==> config.mk <==
export PLATFORM = sky130hd
export DESIGN_NAME = poly1305_block_mul
export DESIGN_NICKNAME = d
export VERILOG_FILES = /design/src/rtl/poly1305_block_mul.sv
export SDC_FILE = /design/constraint.sdc
export NUM_CORES = 2
export LEC_CHECK = 0
export BUFFER_PORTS_ARGS = -buffer_cell sky130_fd_sc_hd__buf_2
export CAP_MARGIN = 20
export CORE_AREA = 2 2 391 393
export DETAILED_ROUTE_END_ITERATION = 12
export DIE_AREA = 0 0 393 395
export HOLD_SLACK_MARGIN = 0.03
export PLACE_DENSITY = 0.75
export SLEW_MARGIN = 20
export SYNTH_ARGS = -nofsm -noshare
export SYNTH_HDL_FRONTEND = slang
export SYNTH_SLANG_ARGS = --single-unit
export TNS_END_PERCENT = 1
==> constraint.sdc <==
create_clock -name clk -period 20.4 [get_ports clk]
set_clock_uncertainty 0.15 [all_clocks]
set_input_delay 3.06 -clock clk [delete_from_list [all_inputs] [get_ports clk]]
set_output_delay 3.06 -clock clk [all_outputs]
set_load 0.005 [all_outputs]
==> src/rtl/poly1305_block_mul.sv <==
// Poly1305 block multiplier: (h + {hibit,m}) * clamp(r) by bit-serial shift-and-add.
// Fixed 130-edge latency from acceptance to out_valid; the result is held until out_ready.
module poly1305_block_mul (
  input  logic         clk,
  input  logic         reset_n,
  input  logic         start,
  input  logic [129:0] acc_in,
  input  logic [127:0] block_in,
  input  logic         hibit,
  input  logic [127:0] r_in,
  input  logic         out_ready,
  output logic [257:0] product,
  output logic         out_valid,
  output logic         busy
);

  localparam int DATA_W = 130;
  localparam int COEF_W = 128;
  localparam int PROD_W = 258;
  localparam logic [COEF_W-1:0] R_MASK = 128'h0ffffffc0ffffffc0ffffffc0fffffff;

  function automatic logic [COEF_W-1:0] clamp_r(input logic [COEF_W-1:0] r);
    return r & R_MASK;
  endfunction

  typedef enum logic [1:0] {IDLE, ADD, MUL, OUT} state_t;

  state_t              state, state_nxt;
  logic [DATA_W-1:0]   acc_p0;
  logic [COEF_W:0]     blk_p0;
  logic [COEF_W-1:0]   r_p0;
  logic [DATA_W:0]     s_p1;
  logic [PROD_W-1:0]   acc_p2;
  logic [6:0]          cnt_p2;
  logic                last_p2;

  always_ff @(posedge clk or negedge reset_n) begin
    if (!reset_n) state <= IDLE;
    else          state <= state_nxt;
  end

  always_comb begin
    state_nxt = state;
    case (state)
      IDLE:    if (start) state_nxt = ADD;
      ADD:     state_nxt = MUL;
      MUL:     if (last_p2) state_nxt = OUT;
      OUT:     if (out_ready) state_nxt = IDLE;
      default: state_nxt = IDLE;
    endcase
  end

  assign busy = (state != IDLE);

  always_ff @(posedge clk or negedge reset_n) begin
    if (!reset_n) begin
      acc_p0    <= '0;
      blk_p0    <= '0;
      r_p0      <= '0;
      s_p1      <= '0;
      acc_p2    <= '0;
      cnt_p2    <= '0;
      last_p2   <= 1'b0;
      product   <= '0;
      out_valid <= 1'b0;
    end else begin
      case (state)
        // p0: operand capture
        IDLE: begin
          if (start) begin
            acc_p0 <= acc_in;
            blk_p0 <= {hibit, block_in};
            r_p0   <= clamp_r(r_in);
          end
        end
        // p1: full-width sum, accumulator cleared for the multiply
        ADD: begin
          s_p1    <= {1'b0, acc_p0} + {2'b00, blk_p0};
          acc_p2  <= '0;
          cnt_p2  <= '0;
          last_p2 <= 1'b0;
        end
        // p2: one multiplier bit per cycle; the extra cycle after bit 127 publishes the sum
        MUL: begin
          if (!last_p2) begin
            if (r_p0[cnt_p2])
              acc_p2 <= acc_p2 + ({127'b0, s_p1} << cnt_p2);
            cnt_p2 <= cnt_p2 + 7'd1;
            if (cnt_p2 == 7'd127) last_p2 <= 1'b1;
          end else begin
            product   <= acc_p2;
            out_valid <= 1'b1;
          end
        end
        OUT: begin
          if (out_ready) out_valid <= 1'b0;
        end
        default: ;
      endcase
    end
  end

endmodule
==> insert_results.sql <==
INSERT INTO impl_metrics (metric_group, metric, value, unit) VALUES
('sta', 'grt_setup_unrepaired', 'no', ''),
('floorplanning', 'fp.dieW', '393', 'um'),
('yosys', 'number_of_enable_type_register_cells_in_the_synthesized_netlist', '0', ''),
('clock_tree', 'cts_tree', 'yes', ''),
('setup_path', 'setup.worst_path.end_class', 'register', ''),
('sta', 'setup_tns', '0', 'ns'),
('floorplanning', 'start_util', '49.58', '%'),
('final_layout', 'final_core_utilization', '54.96', '%'),
('setup_path', 'cp_data_arrival_time', '11.34', 'ns'),
('floorplanning', 'placementRows', '143', ''),
('sta', 'timing.final.hold_violations', '0', ''),
('setup_path', 'reg2reg_path_depth', '26', ''),
('clock_tree', 'cts_post_setup_buffers_inserted', '0', ''),
('setup_path', 'slowest_delay', '0.88', 'ns'),
('yosys', 'netlist_top_cells_count', 'dfrtp_1 (1,023), nand2_1 (1,023), mux2_2 (787)', ''),
('floorplanning', 'die_height', '395', 'um'),
('clock_tree', 'clock_tree.buffer_depth', '3', ''),
('routing', 'drt_first_iter_violations', '7368', ''),
('placed_design', 'buffer_ports.inserted', '628', ''),
('routing', 'detailedRoute.firstPassIterationCount', '6', ''),
('final_layout', 'final_layout_size_suffix_gt1_share', '21.98', '%'),
('clock_tree', 'cts_resized', '0', ''),
('floorplanning', 'die-area', '0.1552', 'mm^2'),
('floorplanning', 'core_area', '0.1512', 'mm^2'),
('clock_tree', 'clkLatencyLatePin', '0.79', 'ns'),
('sta', 'max_slew_margin', '22.72', '%'),
('setup_path', 'r2r-start', 'cnt_p2[0]$_DFFE_PN0P_', ''),
('power', 'vdd.ir_drop.worst', '0.1147', 'mV'),
('setup_path', 'ff2ff_setup_slack', '9.54', 'ns'),
('setup_path', 'cp-start-kind', 'register', ''),
('routing', 'drt_drc_violations_left', '0', ''),
('placed_design', 'final_weighted_congestion_of_routability_driven_global_placement', '1.077', ''),
('setup_path', 'worstReg2RegEnd', 'acc_p2[232]$_DFFE_PN0P_', ''),
('job', 'timing.max_cap.violations', '0', ''),
('final_layout', 'multiInputGateArea', '0.04683', 'mm^2'),
('sta', 'achievable-frequency', '92.12', 'MHz'),
('yosys', 'yosys.area.top_type', 'dfrtp_1', ''),
('routing', 'drt.antenna.violating_nets', '0', ''),
('clock_tree', 'cts.sinks', '1023', ''),
('yosys', 'synth_cell_type_count', '91', ''),
('setup_path', 'cp.required', '20.88', 'ns'),
('yosys', 'syn_inst', '8275', ''),
('clock_tree', 'clk_root_buffer_cell', 'clkbuf_16', ''),
('power', 'p_per_area', '192.3', 'mW/mm^2'),
('global_routing', 'wire_length_of_the_first_global_routing_pass', '426800', 'um'),
('sta', 'tightestPinTransition', '1.152', 'ns'),
('global_routing', 'gr-total-overflow', '0', ''),
('final_layout', 'num-nets-final', '9328', ''),
('yosys', 'synth_top_cells_by_area', 'dfrtp_1 (34%), mux2_2 (12%), ha_1 (6.5%)', ''),
('yosys', 'synthesis.nets', '9060', ''),
('sta', 'setup-violations-final', '0', ''),
('clock_tree', 'cts-hold-fix-buffers', '0', ''),
('yosys', 'synth-seq-cells', '1023', ''),
('global_routing', 'maximum_number_of_pins_on_one_net_before_global_route_repair', '156', ''),
('yosys', 'post_synth_instance_area', '0.07496', 'mm^2'),
('yosys', 'synthArstFlopShare', '100.0', '%'),
('global_routing', 'antenna_found_initial', '27', ''),
('floorplanning', 'floorplan.io_pins', '651', ''),
('status', 'status', 'complete, no violations', ''),
('final_layout', 'area_growth_syn_to_layout', '10.85', '%'),
('clock_tree', 'clock_tree.htree_level_count', '3', ''),
('yosys', 'postSynth.topFlopCell', 'dfrtp_1', ''),
('yosys', 'yosysSeqAreaShare', '34.15', '%'),
('placed_design', 'detailedPlacementHpwl', '238400', 'um'),
('sta', 'final.hold.worst_slack', '0.3488', 'ns'),
('global_routing', 'first_global_vias', '64487', ''),
('min_path', 'hold_path.class', 'register to register', ''),
('routing', 'dr_total_vias', '67628', ''),
('power', 'power.static_leakage', '36.81', 'nW'),
('setup_path', 'endpoint', 'acc_p2[232]$_DFFE_PN0P_', ''),
('final_layout', 'reg_area', '0.02563', 'mm^2');
-- kinds of logic after synthesis --
group	count (synthesis)	synth area share, %
flops	1023	34.15
compound gates	2255	17.98
fa+ha+maj	394	6.596
mux	1167	19.28
buf+inv	681	3.475
xor+xnor	381	4.451
simple gates	2374	14.07
-- routing by layer --
metal | global-route usage [%] | share of wire, % | wire length, um
met5 | 0 | 0.063 | 186
met4 | 18.08 | 5.6 | 16350
met3 | 6.511 | 7.9 | 23400
met2 | 57.31 | 45 | 131400
met1 | 49.61 | 42 | 123100
-- registers in the layout, indices dropped and copies added (netlist names) --
name / cells
product: 258
cnt_p2: 7
last_p2: 1
state: 2
r_p0: 106
out_valid: 1
acc_p0: 130
acc_p2: 258
blk_p0: 129
s_p1: 131
-- cell usage in the layout, fill, tap and decap left out, types with 43 or more instances in the layout --
| cell | instances |
|---|---|
| a21o_1 | 218 |
| a21oi_1 | 688 |
| a31oi_1 | 93 |
| buf_2 | 627 |
| buf_4 | 53 |
| clkbuf_16 | 110 |
| dfrtp_1 | 1016 |
| ha_1 | 391 |
| inv_1 | 149 |
| mux2_2 | 787 |
| mux2i_1 | 237 |
| mux4_2 | 143 |
| nand2_1 | 1019 |
| nand3_1 | 271 |
| nand4_1 | 205 |
| nor2_1 | 543 |
| nor3_1 | 92 |
| o21ai_0 | 712 |
| o21ai_1 | 43 |
| o21bai_1 | 120 |
| o22ai_1 | 70 |
| xnor2_1 | 237 |
| xor2_1 | 144 |
-- critical path: cells and delay by family, from the launching register on --
| family | cells | cell delay (ns) |
|---|---|---|
| AOI/OAI and AO/OA | 8 | 3.29 |
| and+or+nand+nor | 10 | 3.11 |
| buffers and inverters | 3 | 1.77 |
| muxes | 3 | 1.07 |
| DFF | 1 | 0.56 |
| adders and majority gates | 1 | 0.51 |
| xor gates and xnor gates | 1 | 0.13 |
-- cell type report --
| cell class | count | share of cell area [%] |
|---|---|---|
| inverters | 154 | 0.6957 |
| multi-input cells | 6571 | 56.35 |
| repair buffers | 683 | 4.311 |
| diodes | 10 | 0.03012 |
| well taps | 2030 | 3.057 |
| flip-flops and latches | 1023 | 30.84 |
| clock buffers | 146 | 3.716 |
| clock inverters | 60 | 0.9968 |
-- power breakdown --
part	switching [mW]	total (mW)	leakage [nW]	internal (mW)
registers	0.640	3.30	13.1	2.66
clock network	0.926	2.15	1.89	1.22
logic	6.77	10.5	21.8	3.76
-- how the worst min path moves through the flow --
| stage | endpoint | from | slack (ns) | cells after the start |
|---|---|---|---|---|
| 4_1_cts | product[19]$_DFFE_PN0P_ | product[19]$_DFFE_PN0P_ | 0.35 | 1 |
| 3_3_place_gp | product[257]$_DFFE_PN0P_ | product[257]$_DFFE_PN0P_ | 0.32 | 2 |
| 5_1_grt | product[47]$_DFFE_PN0P_ | product[47]$_DFFE_PN0P_ | 0.36 | 1 |
| 2_1_floorplan | s_p1[3]$_DFFE_PN0P_ | s_p1[3]$_DFFE_PN0P_ | 0.31 | 2 |
| 6_report | product[51]$_DFFE_PN0P_ | product[51]$_DFFE_PN0P_ | 0.35 | 1 |
| 3_5_place_dp | product[19]$_DFFE_PN0P_ | product[19]$_DFFE_PN0P_ | 0.34 | 1 |
-- metrics by stage --
stage          worst slack, ns  instances  area [um^2]  power [mW]
5_1_grt                  9.120      10675        83090       16.77
3_5_place_dp             9.864      10461        79140       13.45
3_3_place_gp             9.999      10461        79140       13.31
2_1_floorplan            13.65       8275        74960       10.01
6_report                 9.545      10677        83090       15.98
4_1_cts                  9.841      10667        83060       15.66
No activity file was read; power rests on OpenSTA's default activity.
